--- config.mk ---
export PLATFORM = sky130hd
export DESIGN_NAME = br_resolve
export DESIGN_NICKNAME = d
export VERILOG_FILES = /design/src/rtl/br_resolve.sv
export SDC_FILE = /design/constraint.sdc
export NUM_CORES = 1
export LEC_CHECK = 0
export CAP_MARGIN = 20
export CORE_UTILIZATION = 40
export CTS_CLUSTER_DIAMETER = 60
export DETAILED_ROUTE_END_ITERATION = 10
export PLACE_DENSITY = 0.75
export SETUP_SLACK_MARGIN = 0.3
export SYNTH_ARGS = -nofsm -noshare
export SYNTH_HDL_FRONTEND = slang
export SYNTH_SLANG_ARGS = --single-unit
--- constraint.sdc ---
create_clock -name clk_i -period 2.33 [get_ports clk_i]
set_input_delay 0.233 -clock clk_i [delete_from_list [all_inputs] [get_ports clk_i]]
set_output_delay 0.233 -clock clk_i [all_outputs]
set_load 0.005 [all_outputs]
--- src/rtl/br_resolve.sv ---
`default_nettype none
// ============================================================================
// Module  : br_resolve
// Brief   : Tracks IF-predicted branch metadata to EX, resolves mispredicts,
//           emits BTB updates, a one-cycle redirect/flush pulse and counters.
// Revision: 1.0 - initial release
// ============================================================================
module br_resolve (
  input  logic        clk_i,
  input  logic        rst_ni,
  input  logic        stall_i,
  input  logic        if_valid_i,
  input  logic [31:0] if_pc_i,
  input  logic        pred_taken_i,
  input  logic [31:0] pred_pc_i,
  input  logic [2:0]  ex_op_i,
  input  logic        ex_br_comp_i,
  input  logic [31:0] ex_target_i,
  output logic [2:0]  btb_op_o,
  output logic        btb_br_comp_o,
  output logic [31:0] btb_pc_predict_write_o,
  output logic [13:0] btb_im_address_o,
  output logic        redirect_o,
  output logic [31:0] redirect_pc_o,
  output logic        flush_o,
  output logic [15:0] mispredict_cnt_o,
  output logic [15:0] branch_cnt_o
);

  localparam logic [2:0]  C_OP_BR   = 3'b110;
  localparam logic [2:0]  C_OP_NONE = 3'b000;
  localparam logic [15:0] C_CNT_MAX = 16'hFFFF;

  typedef enum logic [0:0] {
    S_IDLE    = 1'b0,
    S_RECOVER = 1'b1
  } state_t;

  state_t      r_state;
  state_t      w_state_next;

  logic        r_id_valid;
  logic [31:0] r_id_pc;
  logic        r_id_pred_taken;
  logic [31:0] r_id_pred_pc;
  logic        r_ex_valid;
  logic [31:0] r_ex_pc;
  logic        r_ex_pred_taken;
  logic [31:0] r_ex_pred_pc;

  logic [2:0]  r_btb_op;
  logic        r_btb_br_comp;
  logic [31:0] r_btb_pc;
  logic [13:0] r_btb_addr;
  logic [31:0] r_redirect_pc;
  logic [15:0] r_mis_cnt;
  logic [15:0] r_br_cnt;

  logic        w_resolve;
  logic        w_is_br;
  logic        w_taken;
  logic        w_mispredict;
  logic [31:0] w_correct_pc;

  assign w_is_br      = (ex_op_i == C_OP_BR);
  assign w_resolve    = r_ex_valid & ~stall_i & (r_state == S_IDLE);
  assign w_taken      = w_is_br & ex_br_comp_i;
  assign w_correct_pc = w_taken ? ex_target_i : (r_ex_pc + 32'd4);

  // A non-branch that hit in the BTB as taken is a false hit.
  always_comb begin
    w_mispredict = 1'b0;
    if (w_resolve) begin
      if (w_is_br) begin
        w_mispredict = (ex_br_comp_i != r_ex_pred_taken) |
                       (w_taken & r_ex_pred_taken & (r_ex_pred_pc != ex_target_i));
      end else begin
        w_mispredict = r_ex_pred_taken;
      end
    end
  end

  always_comb begin
    w_state_next = r_state;
    case (r_state)
      S_IDLE:    if (w_mispredict) w_state_next = S_RECOVER;
      S_RECOVER: w_state_next = S_IDLE;
      default:   w_state_next = S_IDLE;
    endcase
  end

  always_ff @(posedge clk_i or negedge rst_ni) begin
    if (!rst_ni) r_state <= S_IDLE;
    else         r_state <= w_state_next;
  end

  // Flush wins over stall: recovery empties both slots and drops the IF capture.
  always_ff @(posedge clk_i or negedge rst_ni) begin
    if (!rst_ni) begin
      r_id_valid      <= 1'b0;
      r_id_pc         <= 32'd0;
      r_id_pred_taken <= 1'b0;
      r_id_pred_pc    <= 32'd0;
      r_ex_valid      <= 1'b0;
      r_ex_pc         <= 32'd0;
      r_ex_pred_taken <= 1'b0;
      r_ex_pred_pc    <= 32'd0;
    end else if (r_state == S_RECOVER) begin
      r_id_valid <= 1'b0;
      r_ex_valid <= 1'b0;
    end else if (!stall_i) begin
      r_id_valid      <= if_valid_i;
      r_id_pc         <= if_pc_i;
      r_id_pred_taken <= pred_taken_i;
      r_id_pred_pc    <= pred_pc_i;
      r_ex_valid      <= r_id_valid;
      r_ex_pc         <= r_id_pc;
      r_ex_pred_taken <= r_id_pred_taken;
      r_ex_pred_pc    <= r_id_pred_pc;
    end
  end

  always_ff @(posedge clk_i or negedge rst_ni) begin
    if (!rst_ni) begin
      r_btb_op      <= C_OP_NONE;
      r_btb_br_comp <= 1'b0;
      r_btb_pc      <= 32'd0;
      r_btb_addr    <= 14'd0;
      r_redirect_pc <= 32'd0;
      r_mis_cnt     <= 16'd0;
      r_br_cnt      <= 16'd0;
    end else begin
      r_btb_op <= C_OP_NONE;
      if (w_resolve & w_is_br) begin
        r_btb_op      <= C_OP_BR;
        r_btb_br_comp <= ex_br_comp_i;
        r_btb_pc      <= ex_target_i;
        r_btb_addr    <= r_ex_pc[13:0];
        if (r_br_cnt != C_CNT_MAX) r_br_cnt <= r_br_cnt + 16'd1;
      end
      if (w_mispredict) begin
        r_redirect_pc <= w_correct_pc;
        if (r_mis_cnt != C_CNT_MAX) r_mis_cnt <= r_mis_cnt + 16'd1;
      end
    end
  end

  assign btb_op_o               = r_btb_op;
  assign btb_br_comp_o          = r_btb_br_comp;
  assign btb_pc_predict_write_o = r_btb_pc;
  assign btb_im_address_o       = r_btb_addr;
  assign redirect_o             = (r_state == S_RECOVER);
  assign flush_o                = (r_state == S_RECOVER);
  assign redirect_pc_o          = r_redirect_pc;
  assign mispredict_cnt_o       = r_mis_cnt;
  assign branch_cnt_o           = r_br_cnt;

endmodule
`default_nettype wire

=== Yosys cells after proc, flatten, opt, wreduce, memory -nomap -nowiden ===
Index checks and enable logic that the tools add are counted.

* Bitwise gates (word level): 9
* Add/sub/neg operators: 3
* Mux-type cells: 10
* Shifts and indexed selects: 0
* Magnitude comparators: 0
* Divide/modulo/power cells: 0
* $mul: 0
* Reductions and logical operators: 3
* Equality and inequality tests: 6

{| class="wikitable"
|+ Operators with widths
! operator !! number
|-
| adder 16 x 1 -> 16 bit (second input constant) || 2
|-
| adder 32 x 3 -> 32 bit (second input constant) || 1
|-
| two-way mux 32 bit || 1
|-
| != test 16 bit (second input constant) || 2
|-
| != test 32 bit || 1
|-
| two-way mux 1 bit || 7
|-
| bitwise AND 1 bit || 6
|-
| AND reduction 2 bit || 3
|-
| equality test 3 bit (second input constant) || 1
|-
| two-way mux 3 bit || 1
|-
| != test 2 x 1 -> 1 bit (second input constant) || 1
|-
| NOT 1 bit || 2
|-
| case mux 1 bit (2 select lines) || 1
|-
| != test 1 bit || 1
|-
| bitwise OR 1 bit || 1
|}

* Bits in read-only memories: 0
* Memories: 0
* Flip-flop bits (word level): 247
* RAM bits: 0
* Output and inout bits: 116
* Bits in latches: 0
* Logic and storage cells: 47
* Bits of input ports: 105

=== Longest topological paths before layout ===
* Word-level depth: 9
* Depth in mapped cells: 8
* Depth with buffers taken out: 7

=== Worst setup path after synthesis ===
Ideal clock, no wire load.

* Kind: reg-to-reg
* From: register r_ex_pc[2]
* To: register r_redirect_pc[30] (netlist: redirect_pc_o[30])
* Stages on the path, launching flop included: 8
* Setup slack: 0.137 ns
* Data arrival time: 2.068 ns
* Library setup time: 0.125 ns
* Clock period less this slack: 2.193 ns
* Data required time: 2.205 ns
* Buffers on the path: 0
* Cells stage by stage: dfrtp_1 -> ha_1 -> nand4_1 -> nor4_2 -> nand2_1 -> xnor2_1 -> mux2_2 -> mux2_4

* Cells in the longest elaborated chain, start to end: 2

{| class="wikitable"
|+ Ends and longest elaborated chain
! element !! RTL line !! RTL
|-
| start, declared || 47 || <nowiki>logic [31:0] r_ex_pc;</nowiki>
|-
| start signal, assigned || 117 || <nowiki>r_ex_pc <= r_id_pc;</nowiki>
|-
| adder 32 x 3 -> 32 bit || 68 || <nowiki>assign w_correct_pc = w_taken ? ex_target_i : (r_ex_pc + 32'd4);</nowiki>
|-
| two-way mux 32 bit || 68 ||
|-
| end signal, assigned || 142 || <nowiki>r_redirect_pc <= w_correct_pc;</nowiki>
|-
| end, declared || 55 || <nowiki>logic [31:0] r_redirect_pc;</nowiki>
|}

No other way between the ends.
A chain may end at the register's enable or synchronous reset.

=== Worst setup path in the final report ===
* From: register r_ex_pred_pc[17]
* To: register r_redirect_pc[19] (netlist: redirect_pc_o[19])

* Cells in the longest elaborated chain, start to end: 5

{| class="wikitable"
|+ Ends and longest elaborated chain
! element !! RTL line !! RTL
|-
| start, declared || 49 || <nowiki>logic [31:0] r_ex_pred_pc;</nowiki>
|-
| start signal, assigned || 119 || <nowiki>r_ex_pred_pc <= r_id_pred_pc;</nowiki>
|-
| != test 32 bit || 76 || <nowiki>(w_taken & r_ex_pred_taken & (r_ex_pred_pc != ex_target_i));</nowiki>
|-
| bitwise AND 1 bit || 76 ||
|-
| bitwise OR 1 bit || 75 || <nowiki>w_mispredict = (ex_br_comp_i != r_ex_pred_taken) |</nowiki>
|-
| two-way mux 1 bit || 74 || <nowiki>if (w_is_br) begin</nowiki>
|-
| two-way mux 1 bit || 73 || <nowiki>if (w_resolve) begin</nowiki>
|}

No other way between the ends.

==> reports/metrics.csv <==
metric,value,unit
top post-synthesis cells by area,"dfrtp_1, mux2_2, xnor2_1",
Fin Hold WS,0.2910,ns
most frequent cells in the layout,"dfrtp_1, clkdlybuf4s50_1, mux2_2, xnor2_1, buf_4",
Synth Register Bits,245,
Tmin final,2.130,ns
required time worst endpoint,2.73,ns
Clock Path Buffers,3,
period utilization,0.9142,
die area,27440,sq um
fmax,469.4,MHz
"most common cell after layout, fill and taps aside",dfrtp_1,
"Net Count, Synth",899,
main combinational cell family by area after synthesis,multiplexers,
final slew viol count,0,
GR Util All Layers,0.1979,
htree depth,1,
antenna cells,0,
clk_skew,0.02261,ns
vias in the first global route,7733,
Initial Utilization,0.4100,
portion of netlist area occupied by mux cells,0.2310,
port bufs,219,
post-layout power,14.95,mW
final wirelength,26980,um
Final Instance Area,14930,sq um
vias per inst,5.132,
max-cap violations,0,
IO Pins,221,
library cells used by synthesis,41,
Synth area leader,dfrtp_1,
CTS tree,done,
final setup margin,0.1998,ns
first-pass GRT wire length,42950,um
number of fillers in the final layout,2168,
Yosys top cell area share,0.5722,
Slew HR,0.4800,
Worst Setup Start Kind,flip-flop,
Via Count,7323,
placed inst area,13650,sq um
Core ar.,26130,sq um
status,finished with violations,
clk root buf,clkbuf_16,
synthesis-to-layout area growth,39.32,%
Tightest Pin Transition,0.7801,ns
Mapped Avg Cell Area,13.54,sq um
initial antenna violation count,1,
failing checks,design-rule violations,
CP endpoint kind,flip-flop,
total CTS buffers,28,
grt total ovfl,0,
Leak Pwr,6.245,nW
first-pass iteration count of the detailed router,7,
Worst-Skew Late Latency,0.54,ns
Setup Crit Path Kind,reg2reg,
clock sinks,245,
RSZ-0062 raised after global routing,true,
post-synthesis cell area,10710,sq um
Syn. warnings,0,
sequential fraction of the synthesis area,0.5722,
fraction of layout cells with a size suffix above 1,0.3196,
Total Nets Final,1179,
Post-Synthesis Cells,791,
DR DRC count,28,
setup_tns,0,ns
Synth Area in Adders,0.003503,
Die Width,165.7,um
Final Hold Fails,0,
pwr/cell area,1002,nW/um^2
routability cong.,0.8029,
simple-gate share of the synthesized area,0.08128,
Initial DRC Count,458,
pin count of the biggest net entering global routing,80,
# setup viols final,0,
HP Class,in2async,
compound-gate portion of the synthesized area,0.02067,
Core Rows,59,
register area,6133,sq um
pre-CTS setup slack,-0.2559,ns
"Max FO, Critical Path",13,
antenna-violating nets left,0,
XOR/XNOR Fraction of Synth Area,0.07194,
wire per inst,18.91,um
peak supply drop,0.0005957,V
CP arrival,2.53,ns
"Reg clk slew, reported paths",0.06,ns
Chip Height,165.7,um
area of the multi-input gates,4546,sq um
hpwl dp,18640,um
-- routing by layer --
| metal | vias up | wire [um] | track usage |
|---|---|---|---|
| li1 | 3353 | - | - |
| met1 | 3704 | 11750 | 0.2622 |
| met2 | 216 | 12890 | 0.3255 |
| met3 | 50 | 1681 | 0.04373 |
| met4 | 0 | 657 | 0.05892 |
| met5 | - | 0 | 0 |
-- cell type report --
type | count | share of cell area
flip-flops and latches | 245 | 0.4109
multi-input cells | 505 | 0.3045
repair buffers | 287 | 0.1918
clock buffers | 45 | 0.05666
well taps | 335 | 0.02808
clock inverters | 6 | 0.007041
inverters | 4 | 0.001006
-- repair_timing --
item	in CTS	in global routing
pin swaps	6	8
gates cloned	1	1
gates resized for setup	18	18
setup buffers	9	2
hold buffers	1	0
setup endpoints to repair	35	53
hold endpoints to repair	73	0
-- cell families after synthesis --
| logic type | count (synthesis) |
|---|---|
| adder cells (fa/ha/maj) | 3 |
| multiplexers | 212 |
| XOR/XNOR | 88 |
| other | 1 |
| buffers and inverters | 41 |
| flip-flops | 245 |
| AND/OR/NAND/NOR | 159 |
| AO/OA/AOI/OAI | 42 |
-- final timing paths --
kind / start / endpoint / slack (ns) / cells after the start
min in group clk_i: pred_pc_i[14] / r_id_pred_pc[14] / 0.30 / 2
max: r_ex_pred_pc[17] / redirect_pc_o[19] / 0.20 / 8
max in group asynchronous: rst_ni / redirect_pc_o[19] / 1.33 / 3
min reg2reg: mispredict_cnt_o[10] / mispredict_cnt_o[10] / 0.49 / 1
max reg2reg: r_ex_pred_pc[17] / redirect_pc_o[19] / 0.20 / 8
min: rst_ni / btb_pc_predict_write_o[29] / 0.29 / 2
-- flip-flops by register name, summed over array words and instances, names as in the netlist --
register and cells:
btb_pc_predict_write_o 32, mispredict_cnt_o 16, r_ex_pc 32, r_id_pc 32
branch_cnt_o 16, btb_im_address_o 14, flush_o 1, r_ex_valid 1
r_id_valid 1, btb_br_comp_o 1, r_ex_pred_pc 32, redirect_pc_o 32
r_id_pred_pc 32, r_ex_pred_taken 1, r_id_pred_taken 1, btb_op_o 1
-- worst max-delay path: stages (launching register included) --
cell	delay, ns
dfrtp_1	0.39
xnor2_1	0.16
buf_4	0.15
nand4_1	0.15
nor4_4	0.37
nand3_4	0.10
and2_4	0.20
buf_12	0.16
mux2_4	0.30
-- power by group --
group | internal, mW | switching, mW
clock | 2.80 | 1.69
combinational | 2.79 | 1.39
sequential | 5.42 | 0.869
total | 11.0 | 3.95
-- synth_stat cells, drive strengths merged --
library cell	n
dfrtp	245
and2	4
mux2i	5
a41oi	1
and3	13
conb	1
nand4b	1
nor3	5
nor4	5
inv	4
nand4	32
mux2	207
a31oi	1
a21oi	35
a21o	1
nand2b	1
nor2	43
o22ai	1
clkbuf	19
o21a	1
or3b	1
xnor2	63
buf	18
xor2	25
and3b	1
o21ai	2
nand3b	1
nand2	23
or3	1
nand3	24
and4	4
ha	3
-- per-stage QoR --
stage	cells	utilization
after detailed placement	1362	0.5224
after floorplan	791	-
after CTS	1424	0.5659
after global placement	1362	0.5224
final	1427	0.5712
after global routing	1427	0.5712
(Power assumes the default switching activity.)
